<file path="src/rtl/pramp_pkg.sv">
`default_nettype none
// ============================================================================
// pramp_pkg : shared types and constants for the position ramp generator
// Rev 1.0
// ============================================================================
package pramp_pkg;

  typedef enum logic [1:0] {
    ST_IDLE = 2'd0,
    ST_RUN  = 2'd1,
    ST_DONE = 2'd2
  } state_t;

  localparam int ERR_PERIOD_ZERO = 0;

endpackage
`default_nettype wire

</file>
<file path="src/rtl/pramp.sv">
`default_nettype none
// ============================================================================
// pramp : 32-bit position ramp generator driving the position bus
// Rev 1.0
// ============================================================================
module pramp
  import pramp_pkg::*;
(
  input  logic        clk_i,
  input  logic        reset_i,
  input  logic        enable_i,
  input  logic [31:0] START,
  input  logic [31:0] STEP,
  input  logic [31:0] PERIOD,
  input  logic [31:0] NUM,
  input  logic        DIR,
  output logic [31:0] posn_o,
  output logic        strobe_o,
  output logic        act_o,
  output logic [31:0] err_o
);

  state_t      r_state;
  state_t      w_state_nxt;

  logic        r_enable_q;
  logic [31:0] r_step;
  logic [31:0] r_period;
  logic [31:0] r_num;
  logic        r_dir;
  logic [31:0] r_pcnt;
  logic [31:0] r_scnt;
  logic [31:0] r_posn;
  logic        r_strobe;
  logic        r_act;
  logic        r_err_pzero;

  logic        w_rise;
  logic        w_period_ok;
  logic        w_tick;
  logic        w_last;
  logic        w_load;
  logic        w_perr;
  logic        w_update;
  logic [31:0] w_posn_nxt;

  assign w_rise      = enable_i & ~r_enable_q;
  assign w_period_ok = (PERIOD != 32'd0);
  assign w_tick      = (r_pcnt == (r_period - 32'd1));
  assign w_last      = (r_num != 32'd0) && ((r_scnt + 32'd1) == r_num);

  always_ff @(posedge clk_i) begin
    if (reset_i) begin
      r_state <= ST_IDLE;
    end else begin
      r_state <= w_state_nxt;
    end
  end

  always_comb begin
    w_state_nxt = r_state;
    case (r_state)
      ST_IDLE: begin
        if (w_rise && w_period_ok) begin
          w_state_nxt = ST_RUN;
        end
      end
      ST_RUN: begin
        // An enable fall wins over a final step landing on the same edge
        if (!enable_i) begin
          w_state_nxt = ST_IDLE;
        end else if (w_tick && w_last) begin
          w_state_nxt = ST_DONE;
        end
      end
      ST_DONE: begin
        if (!enable_i) begin
          w_state_nxt = ST_IDLE;
        end
      end
      default: w_state_nxt = ST_IDLE;
    endcase
  end

  always_comb begin
    w_load     = (r_state == ST_IDLE) && w_rise && w_period_ok;
    w_perr     = (r_state == ST_IDLE) && w_rise && !w_period_ok;
    w_update   = (r_state == ST_RUN) && enable_i && w_tick;
    w_posn_nxt = r_dir ? (r_posn - r_step) : (r_posn + r_step);
  end

  always_ff @(posedge clk_i) begin
    if (reset_i) begin
      // Enable held high through reset must not look like a fresh start
      r_enable_q  <= 1'b1;
      r_step      <= 32'd0;
      r_period    <= 32'd0;
      r_num       <= 32'd0;
      r_dir       <= 1'b0;
      r_pcnt      <= 32'd0;
      r_scnt      <= 32'd0;
      r_posn      <= 32'd0;
      r_strobe    <= 1'b0;
      r_act       <= 1'b0;
      r_err_pzero <= 1'b0;
    end else begin
      r_enable_q <= enable_i;
      r_strobe   <= w_load | w_update;
      r_act      <= (w_state_nxt == ST_RUN);
      if (w_load) begin
        r_step      <= STEP;
        r_period    <= PERIOD;
        r_num       <= NUM;
        r_dir       <= DIR;
        r_posn      <= START;
        r_pcnt      <= 32'd0;
        r_scnt      <= 32'd0;
        r_err_pzero <= 1'b0;
      end else if (w_perr) begin
        r_err_pzero <= 1'b1;
      end else if ((r_state == ST_RUN) && enable_i) begin
        if (w_tick) begin
          r_pcnt <= 32'd0;
          r_posn <= w_posn_nxt;
          r_scnt <= r_scnt + 32'd1;
        end else begin
          r_pcnt <= r_pcnt + 32'd1;
        end
      end
    end
  end

  assign posn_o   = r_posn;
  assign strobe_o = r_strobe;
  assign act_o    = r_act;

  always_comb begin
    err_o                  = 32'd0;
    err_o[ERR_PERIOD_ZERO] = r_err_pzero;
  end

endmodule
`default_nettype wire
</file>
<file path="config.mk">
export PLATFORM = sky130hd
export DESIGN_NAME = pramp
export DESIGN_NICKNAME = d
export VERILOG_FILES = /design/src/rtl/pramp_pkg.sv /design/src/rtl/pramp.sv
export SDC_FILE = /design/constraint.sdc
export NUM_CORES = 1
export LEC_CHECK = 0
export CAP_MARGIN = 20
export CORE_UTILIZATION = 45
export CTS_CLUSTER_DIAMETER = 80
export DETAILED_ROUTE_END_ITERATION = 6
export HOLD_SLACK_MARGIN = 0.12
export PLACE_DENSITY = 0.69
export SLEW_MARGIN = 20
export SYNTH_ARGS = -nofsm -noshare
export SYNTH_HDL_FRONTEND = slang
export SYNTH_SLANG_ARGS = --single-unit
export TNS_END_PERCENT = 10
</file>
<file path="constraint.sdc">
create_clock -name clk_i -period 9.6 [get_ports clk_i]
set_input_delay 2.4 -clock clk_i [delete_from_list [all_inputs] [get_ports clk_i]]
set_output_delay 2.4 -clock clk_i [all_outputs]
set_load 0.02 [all_outputs]
</file>
==> results of run 1 <==
-- flip-flops by register name (all words and copies together), names as in the netlist --
| name | flops |
|---|---|
| r_dir | 1 |
| r_step | 32 |
| r_state | 2 |
| r_num | 32 |
| posn_o | 32 |
| r_enable_q | 1 |
| act_o | 1 |
| r_pcnt | 32 |
| r_err_pzero | 1 |
| r_period | 32 |
| r_scnt | 32 |
| strobe_o | 1 |
-- layer usage --
metal  vias to the layer above  global-route usage (%)  part of all wire (%)
met5                         -                       0                     0
met3                        54                   3.285                   4.6
li1                       5834                       -                     -
met1                      5448                   30.39                    46
met2                       320                   40.58                    48
met4                         0                   7.499                   2.1
-- layout make-up --
type	count	area [um2]	share of cell area (%)
repair buffers	175	1727	11.79
clock inverters	13	135.1	0.9228
well taps	341	426.7	2.914
multi-input cells	1315	7841	53.55
flip-flops and latches	199	3984	27.21
clock buffers	18	439.2	2.999
inverters	24	90.09	0.6152
-- Yosys cell counts (all sizes together) (3+ instances only) --
| cell | n | share of area (%) |
|---|---|---|
| a21oi | 177 | 7.2 |
| nor2 | 147 | 4.5 |
| o21bai | 6 | 0.36 |
| nand4b | 3 | 0.21 |
| nor4 | 41 | 2.3 |
| nor4b | 3 | 0.33 |
| a211o | 5 | 0.35 |
| a22oi | 18 | 1.1 |
| a311oi | 3 | 0.21 |
| or3 | 9 | 0.46 |
| nand3b | 6 | 0.36 |
| or4 | 8 | 0.49 |
| o211ai | 7 | 0.43 |
| buf | 47 | 2.7 |
| a221oi | 9 | 0.64 |
| a211oi | 12 | 0.73 |
| or2 | 4 | 0.20 |
| a21o | 13 | 0.79 |
| a41oi | 5 | 0.35 |
| a31o | 4 | 0.28 |
| nor2b | 12 | 0.61 |
| and4 | 8 | 0.57 |
| o21a | 5 | 0.30 |
| dfxtp | 199 | 32 |
| and2 | 10 | 0.51 |
| xnor2 | 111 | 7.9 |
| o22ai | 4 | 0.20 |
| and3 | 20 | 1.0 |
| nor3b | 3 | 0.18 |
| o31ai | 3 | 0.18 |
| nand2b | 14 | 0.71 |
| nor3 | 48 | 2.1 |
| xor2 | 84 | 6.0 |
| nand3 | 40 | 1.6 |
| a31oi | 14 | 0.71 |
| o21ai | 29 | 1.2 |
| inv | 24 | 0.73 |
| nand2 | 295 | 9.0 |
| clkbuf | 67 | 2.0 |
| ha | 35 | 3.5 |
| mux2i | 10 | 0.81 |
| nand4 | 32 | 1.7 |
-- power by group --
group          internal, mW  switching, mW  total [mW]  leakage, nW
logic                 0.235          0.289       0.524         3.45
clock network         0.372          0.344       0.716        0.282
registers             0.845         0.0260       0.871         1.61
-- metrics by stage --
| step | hold slack [ns] | util (%) |
|---|---|---|
| 2_1_floorplan | 0.4416 | - |
| 6_report | 0.4824 | 54.33 |
| 3_3_place_gp | 0.4666 | 52.18 |
| 5_1_grt | 0.5040 | 54.33 |
| 4_1_cts | 0.4786 | 54.31 |
| 3_5_place_dp | 0.4662 | 52.18 |
-- critical path, cell delays in order, from the launching register on --
cell       delay (ns)
dfxtp_1          0.37
or4_1            0.64
nor4_1           0.31
nand2b_1         0.15
or3_1            0.36
nor3_1           0.47
nor3b_1          0.64
a21oi_1          0.18
xnor2_1          0.17
ha_1             0.33
nor2b_1          0.16
a2111oi_0        0.78
o211ai_1         0.21
a31oi_1          0.27
xnor2_1          0.10
a221oi_1         0.24
-- cells by family (layout without fill, tap and decap cells) --
| group | Yosys count | after routing |
|---|---|---|
| and+or+nand+nor | 709 | 709 |
| AOI/OAI and AO/OA | 334 | 334 |
| DFF | 199 | 199 |
| xor gates and xnor gates | 195 | 195 |
| buffers and inverters | 138 | 230 |
| adders and majority gates | 36 | 36 |
| muxes | 10 | 10 |
| other | 1 | 31 |
-- cell usage in the layout (no fill, tap or decap), types with 18 or more instances in the layout --
cell type | synthesis | final
nand3_1 | 40 | 40
and3_1 | 20 | 20
clkdlybuf4s50_1 | 0 | 165
o21ai_0 | 27 | 27
nor2_1 | 146 | 146
dfxtp_1 | 199 | 199
nor3_1 | 46 | 46
nand2_1 | 294 | 294
nor4_1 | 39 | 39
a21oi_1 | 177 | 177
a22oi_1 | 18 | 18
xnor2_1 | 110 | 110
xor2_1 | 84 | 84
nand4_1 | 31 | 31
ha_1 | 35 | 35
inv_1 | 24 | 24
conb_1 | 1 | 31
-- worst paths after layout --
check	startpoint	to	slack, ns
worst min register to register	r_step[13]	r_step[13]	0.48
worst max-delay path	r_step[6]	posn_o[31]	4.12
worst min-delay path	r_step[13]	r_step[13]	0.48
worst max register to register	r_step[6]	posn_o[31]	4.12
==> metrics, run 1 <==
status completed; maximum clock rate between 150 and 200 MHz; Area growth syn-to-layout 18.44%; H-tree Lvls 4; Chip Height approximately 170 um; post-route antenna net violation count 0; max-slew violations 0; first-pass GRT wire length roughly 54000 um; synthesized area ~0.012 mm2; Die W 167.8 um; DRT Wirelength ~34000 um; Rows 60; Min Clock Period, post-route between 5 and 6 ns; Clock Latency Late Sink between 0.4 and 0.5 ns; placed cell areas approximately 0.014 mm2; die area approximately 0.028 mm2; router iterations before antenna repair 6; Critical Path AT between 5 and 6 ns; # fillers roughly 2500; CTS clock-pin slew for the worst setup and hold paths roughly 0.080 ns; root buf cell clkbuf_16; # diodes 0; Initial Util roughly 46%; Worst EP required just under 10 ns; Startpoint Class flop; fraction of layout cells with a size suffix above 1 3.612%; Post-Syn Instances 1622; gpl congestion slightly below 0.9; critical path peak fanout 6; Seq/Total Area, Yosys between 30% and 40%; # DRC 0; setup TNS 0 ns; RSZ-0062 raised after global routing no; Max Cap Violations 0; multiplexer share of the synthesized area 0.8096%; fin area roughly 0.015 mm2; maximum buffer depth of the clock tree 2; hpwl dp between 20000 and 25000 um; clk sink count just under 200; CTS Buf Count 17; nets 1900; Leakage 5.347 nW; Synth cell types 77; # setup viols final 0; Routed WL per cell around 16 um; Congestion Overflow GR 0; PnR worst setup slack a little over 4 ns; Worst VDD drop about 0.13 mV; Post-CTS Setup Inserts 0; area share of and/or/nand/nor cells after synthesis 27.38%; initial antenna violation count 0; clk_skew 0.01626 ns; largest net degree at the start of global routing 101; Synth Flop Type dfxtp_1; asr flop ratio synth 0%; Tightest Pin Transition 1.052 ns; crit end category flop; initial drt markers around 770; number of synthesized register bits 199; CTS tree built; Reg2Reg Depth 15; IO buf count between 150 and 200; P per Cell Area between 100 and 150 mW/mm2; final hold vios 0; largest family of logic cells by synthesized area simple AND/OR/NAND/NOR gates; Post-synth EDFFs 0; syn avg cell area 7.622 um2; Slew Limit Headroom between 20% and 30%; core footprint roughly 0.027 mm2; non-filler cells in the finished layout roughly 2100; area share of fa/ha/maj cells after synthesis about 3.7%; Warnings, synthesis 0; Post-CTS Resized 0; XOR/XNOR Fraction of Synth Area ~14%; io pins 198; Synth Area in Compound Gates between 10% and 20%; number of global-route vias before repair approximately 11000; vias post-DR roughly 12000; Placed Cells between 2000 and 2500; PnR Total Power about 2.1 mW; pre-CTS setup slack ~3.6 ns; CTS Hold Bufs 0; Worst Hold Class flop to flop; Crit Path Category flop to flop; Hold Path Depth 2; GRT Overall Usage between 20% and 30%; Via-to-Cell Ratio 5.590; final worst path period share around 57%
No activity file was read; power rests on OpenSTA's default activity.
==> run 2, diff against run 1 <==
--- a/config.mk
+++ b/config.mk
@@ -10,7 +10,7 @@
 export CTS_CLUSTER_DIAMETER = 80
 export DETAILED_ROUTE_END_ITERATION = 6
 export HOLD_SLACK_MARGIN = 0.12
-export PLACE_DENSITY = 0.69
+export PLACE_DENSITY = 0.72
 export SLEW_MARGIN = 20
 export SYNTH_ARGS = -nofsm -noshare
 export SYNTH_HDL_FRONTEND = slang
==> constraint.sdc (replaced) <==
create_clock -name clk_i -period 4.6 [get_ports clk_i]
set_input_delay 1.15 -clock clk_i [delete_from_list [all_inputs] [get_ports clk_i]]
set_output_delay 1.15 -clock clk_i [all_outputs]
set_load 0.02 [all_outputs]
==> run 2 against run 1 <==
Net effect: combinational power rose by 110%; via count is 1.2% higher; sequential cell count did not move; critical path depth rose by 2; clock-buffer cell count rose by 1; final area increased by 1.7%; hold slack got worse by 0.0042 ns; die area unchanged; clock power grew 110%; maximum frequency is 26% higher; cell count rose by 1.1%; register-to-register slack got worse by 3.9 ns; critical path type unchanged; largest power group unchanged; highest routed layer unchanged.
==> metrics, run 2 (synthesis results as in run 1) <==
io pins between 150 and 200; vias post-DR about 12000; clk_skew approximately 0.016 ns; min-delay src r_period[31]; Initial Util 45.87%; PnR worst setup slack ~0.26 ns; initial antenna violation count 0; maximum buffer depth of the clock tree 2; Min Clock Period, post-route between 4 and 5 ns; root buf cell clkbuf_16; Leakage roughly 5.5 nW; Via-to-Cell Ratio around 5.6; critical path peak fanout 5; Crit path largest cell delay about 0.56 ns; status completed; core footprint 0.02695 mm2; Flop pwr share around two fifths; maximum clock rate around 230 MHz; clk sink count 199; Chip Height 167.8 um; final hold vios 0; CTS tree built; reg2reg start r_step[7]; setup TNS 0 ns; Rows 60; fraction of layout cells with a size suffix above 1 5.263%; # DRC 0; IO buf count approximately 170; crit end category flop; initial drt markers a little under 800; H-tree Lvls 4; Area growth syn-to-layout 20.46%; FF-to-FF End posn_o[28]; CP max stage cell or4_4; flop2flop setup slack 0.26 ns; CTS Buf Count 17; commonest non-fill, non-tap cell in the layout nand2_1; Routed WL per cell approximately 16 um; first-pass GRT wire length 54530 um; Reg2Reg Depth 17; GRT Overall Usage around a quarter; router iterations before antenna repair 7; die area roughly 0.028 mm2; P per Cell Area 298.2 mW/mm2; # setup viols final 0; # fillers roughly 2500; Tightest Pin Transition ~0.76 ns; Startpoint Class flop; hold endpoint r_period[31]; # diodes 0; CTS clock-pin slew for the worst setup and hold paths 0.08 ns; Critical Path AT around 4.7 ns; Worst Hold Class flop to flop; Post-CTS Setup Inserts 0; switching part of the total between 30% and 40%; critical path, cell by cell or4_4 -> nor4_4 -> nand2b_1 -> or3_4 -> nor2_1 -> nor2_1 -> xnor2_1 -> ha_1 -> and3_1 -> a221o_1 -> a221o_1 -> o221a_2 -> a22oi_2 -> a31oi_1 -> nor3_1 -> a21oi_1 -> o211a_1; post-route antenna net violation count 0; nets 1922; Hold Path Depth 2; number of global-route vias before repair roughly 11000; Clk pwr share between 30% and 40%; Bufs and invs on worst path 0; Die W ~170 um; pre-CTS setup slack between 0.08 and 0.09 ns; Crit Path Category flop to flop; final worst path period share between 90% and 100%; Worst EP required between 4 and 5 ns; Int Pwr about 3.0 mW; CTS Hold Bufs 0; DRT Wirelength around 34000 um; Congestion Overflow GR 0; logic gate share of total power 25.2%; hpwl dp roughly 25000 um; largest net degree at the start of global routing 55; Switch Pwr roughly 1.4 mW; Max Cap Violations 0; Worst VDD drop 0.2720 mV; most frequent cells in the layout nand2_1 (294), dfxtp_1 (199), a21oi_1 (177), clkdlybuf4s50_1 (165), nor2_1 (146); max-slew violations 0; Slew Limit Headroom 48.82%; CP delay by family, top simple AND/OR/NAND/NOR gates; gpl congestion 0.8845; Clock Latency Late Sink 0.45 ns
-- run 2: routing by layer --
| metal | GRT usage (%) | vias to the layer above | part of all wire, % |
|---|---|---|---|
| met4 | 8.656 | 0 | 2.5 |
| li1 | - | 5871 | - |
| met2 | 39.76 | 364 | 47 |
| met3 | 3.829 | 61 | 5.2 |
| met5 | 0 | - | 0 |
| met1 | 30.93 | 5502 | 46 |
-- run 2: worst max-delay path by stage --
stage                         start          to  slack (ns)  depth (start not counted)
after floorplan           r_step[6]  posn_o[31]        0.23                         16
after global placement    r_step[7]  posn_o[31]         0.1                         18
after detailed placement  r_step[7]  posn_o[31]        0.09                         18
after CTS                 r_step[7]  posn_o[29]        0.06                         19
after global routing      r_step[7]  posn_o[28]       -0.02                         17
final                     r_step[7]  posn_o[28]        0.26                         17
-- run 2: cell type report --
cell class	count	area (um2)	share of cell area, %
multi-input combinational	1315	7893	53.00
sequential	199	3984	26.75
timing repair buffer	197	1929	12.95
clock buffer	19	432.9	2.907
tap	341	426.7	2.865
clock inverter	13	137.6	0.9241
inverter	24	90.09	0.6049
-- run 2: repair_timing --
item / 4_1_cts / 5_1_grt
gates resized for setup: 0 / 13
endpoints found under the setup margin: 0 / 7
hold endpoints to repair: 0 / 0
-- run 2: stage by stage --
stage	cells	total power [mW]	util, %	cell area (um2)	hold WS (ns)
floorplan	1652	2.627	-	12480	0.4416
finish	2108	4.441	55.26	14890	0.4782
global route	2108	4.646	55.26	14890	0.5053
detailed placement	2076	2.947	52.93	14260	0.4648
global placement	2076	2.938	52.93	14260	0.4612
CTS	2108	4.442	55.05	14840	0.4773
-- run 2: tightest hold or removal path: stages, from the launching register on --
cell     delay, ns
dfxtp_1       0.33
nand2_1       0.05
a21oi_1       0.05
-- run 2: power groups by stage --
stage	clock, mW	sequential (mW)	combinational, mW
finish	1.50	1.82	1.12
detailed placement	0	1.86	1.09
global placement	0	1.86	1.08
CTS	1.52	1.82	1.10
global route	1.59	1.83	1.23
floorplan	0	1.85	0.774
==> run 3, diff against run 2 <==
--- a/config.mk
+++ b/config.mk
@@ -10,7 +10,7 @@
 export CTS_CLUSTER_DIAMETER = 80
 export DETAILED_ROUTE_END_ITERATION = 6
 export HOLD_SLACK_MARGIN = 0.12
-export PLACE_DENSITY = 0.72
+export PLACE_DENSITY = 0.69
 export SLEW_MARGIN = 20
 export SYNTH_ARGS = -nofsm -noshare
 export SYNTH_HDL_FRONTEND = slang
==> constraint.sdc (replaced) <==
create_clock -name clk_i -period 4 [get_ports clk_i]
set_input_delay 1 -clock clk_i [delete_from_list [all_inputs] [get_ports clk_i]]
set_output_delay 1 -clock clk_i [all_outputs]
set_load 0.02 [all_outputs]
==> run 3 against run 2 <==
Net effect: combinational power increased by 28%; die area unchanged; clock power increased by 15%; sequential share of layout area decreased by 0.89 points; via count increased by 1.3%; critical path depth unchanged; non-clock buffer count increased by 46; worst setup slack got worse by 0.40 ns; clock-buffer cell count increased by 2; sequential power increased by 15%; global-route usage increased by 0.93 points; register-to-register slack got worse by 0.40 ns; the flow now finishes with violations (negative setup slack).
==> metrics, run 3 (synthesis results as in run 1) <==
Via-to-Cell Ratio between 5 and 6; CTS Hold Bufs 0; Initial Util 45.87%; PnR worst setup slack -0.1378 ns; Bufs and invs on worst path 0; Max Cap Violations 0; final core occ about 57%; Slew Limit Headroom a little under three fifths; multi-input logic area between 0.008 and 0.009 mm2; initial antenna violation count 0; max-slew violations 0; Tightest Pin Transition 0.6597 ns; Min Clock Period, post-route between 4 and 5 ns; Register Area ~0.004 mm2; status finished, violations left; most frequent cells in the layout nand2_1 (294), dfxtp_1 (198), a21oi_1 (170), clkdlybuf4s50_1 (165), nor2_1 (145); worst hold slack slightly below 0.5 ns; Crit Path Category flop to flop; clk_skew ~0.015 ns; number of global-route vias before repair approximately 11000; clk sink count roughly 200; # setup viols final 4; root buf cell clkbuf_16; CTS tree built; crit end category flop; initial drt markers 700; Congestion Overflow GR 0; maximum buffer depth of the clock tree 2; nets around 2000; Routed WL per cell 16.10 um; Worst EP required between 4 and 5 ns; RSZ-0062 raised after global routing yes; Area growth syn-to-layout 24.66%; GRT Overall Usage about a quarter; die area around 0.028 mm2; final worst path period share 103.4%; commonest non-fill, non-tap cell in the layout nand2_1; Worst Hold Class flop to flop; Crit path largest cell delay ~0.55 ns; Leakage 5.750 nW; critical path, cell by cell or4_4 -> nor4_4 -> nand2b_1 -> or3_4 -> nor2_2 -> nor2_1 -> xnor2_1 -> ha_1 -> and3_4 -> a221o_1 -> a221o_1 -> o221a_4 -> a22oi_2 -> a31oi_1 -> nor3_1 -> a21oi_1 -> o211a_1; CP delay by family, top simple AND/OR/NAND/NOR gates; first-pass GRT wire length 57080 um; io pins 198; Rows 60; H-tree Lvls 4; CTS clock-pin slew for the worst setup and hold paths approximately 0.08 ns; setup TNS -0.3239 ns; router iterations before antenna repair 5; IO buf count 166; # diodes 0; Startpoint Class flop; Most Frequent Cell on Critical Path a221o_1; Clock Latency Late Sink ~0.44 ns; post-route antenna net violation count 0; hpwl dp around 26000 um; final hold vios 0; core footprint between 0.02 and 0.03 mm2; vias post-DR between 10000 and 15000; Die W 167.8 um; violations in the final reports negative setup slack; CTS Buf Count 17; largest net degree at the start of global routing 66; Chip Height around 170 um; Critical Path AT ~4.5 ns; critical path peak fanout 5; CP max stage cell or4_4; Worst VDD drop about 0.23 mV; # DRC 0; gpl congestion around 0.9; maximum clock rate 241.7 MHz; # fillers between 2000 and 2500; DRT Wirelength between 30000 and 40000 um; P per Cell Area approximately 340 mW/mm2; fraction of layout cells with a size suffix above 1 under 10%
run 3: cell types whose count changed in the layout (fill, tap and decap cells not counted), sizes merged:
cell / previous run / this run
buf: 32 / 78
clkbuf: 19 / 21
clkinv: 5 / 3
clkinvlp: 1 / 3
inv: 30 / 28
run 3: worst paths after layout:
check	startpoint	end	slack, ns	cells after the start
worst max register to register	r_step[9]	posn_o[28]	-0.14	17
worst min register to register	posn_o[21]	posn_o[21]	0.49	2
worst max-delay path	r_step[9]	posn_o[28]	-0.14	17
worst min-delay path	posn_o[21]	posn_o[21]	0.49	2
run 3: what timing repair did:
item,in CTS,in global routing
pin swaps,8,12
setup endpoints to repair,7,32
gates resized for setup,5,31
buffers inserted,2,2
run 3: worst register-to-register path: stages (launching register included):
cell and delay (ns):
dfxtp_1 0.31, or4_4 0.55, nor4_4 0.17, nand2b_1 0.13
or3_4 0.35, nor2_2 0.08, nor2_1 0.05, xnor2_1 0.12
ha_1 0.34, and3_4 0.18, a221o_1 0.30, a221o_1 0.39
o221a_4 0.28, a22oi_2 0.22, a31oi_1 0.14, nor3_1 0.15
a21oi_1 0.06, o211a_1 0.20
run 3: power breakdown:
group / switching, mW / internal, mW / total [mW]
Combinational: 0.759 / 0.672 / 1.43
Clock: 0.809 / 0.922 / 1.73
Sequential: 0.0627 / 2.03 / 2.09
Total: 1.63 / 3.62 / 5.25
run 3: cell type report:
| cell class | count | area share [%] |
|---|---|---|
| Clock inverter | 11 | 0.7306 |
| Sequential cell | 199 | 25.86 |
| Timing Repair Buffer | 243 | 14.95 |
| Inverter | 24 | 0.5845 |
| Multi-Input combinational cell | 1315 | 52.06 |
| Clock buffer | 21 | 3.052 |
| Tap cell | 341 | 2.768 |
run 3: per-layer routing:
layer  track usage (%)  routed length [um]
met1             32.34               16190
met2             41.72               16290
met3             3.782                1484
met4             7.858                 710
met5                 0                   0
run 3: per-stage QoR:
step | cells | power (mW) | setup slack (ns) | instance area (um2)
6_report | 2154 | 5.253 | -0.1378 | 15410
5_1_grt | 2154 | 5.485 | -0.3324 | 15410
4_1_cts | 2152 | 5.205 | -0.09897 | 15270
3_5_place_dp | 2118 | 3.477 | -0.1557 | 14650
3_3_place_gp | 2118 | 3.460 | -0.1071 | 14650
2_1_floorplan | 1652 | 3.029 | 0.02643 | 12520
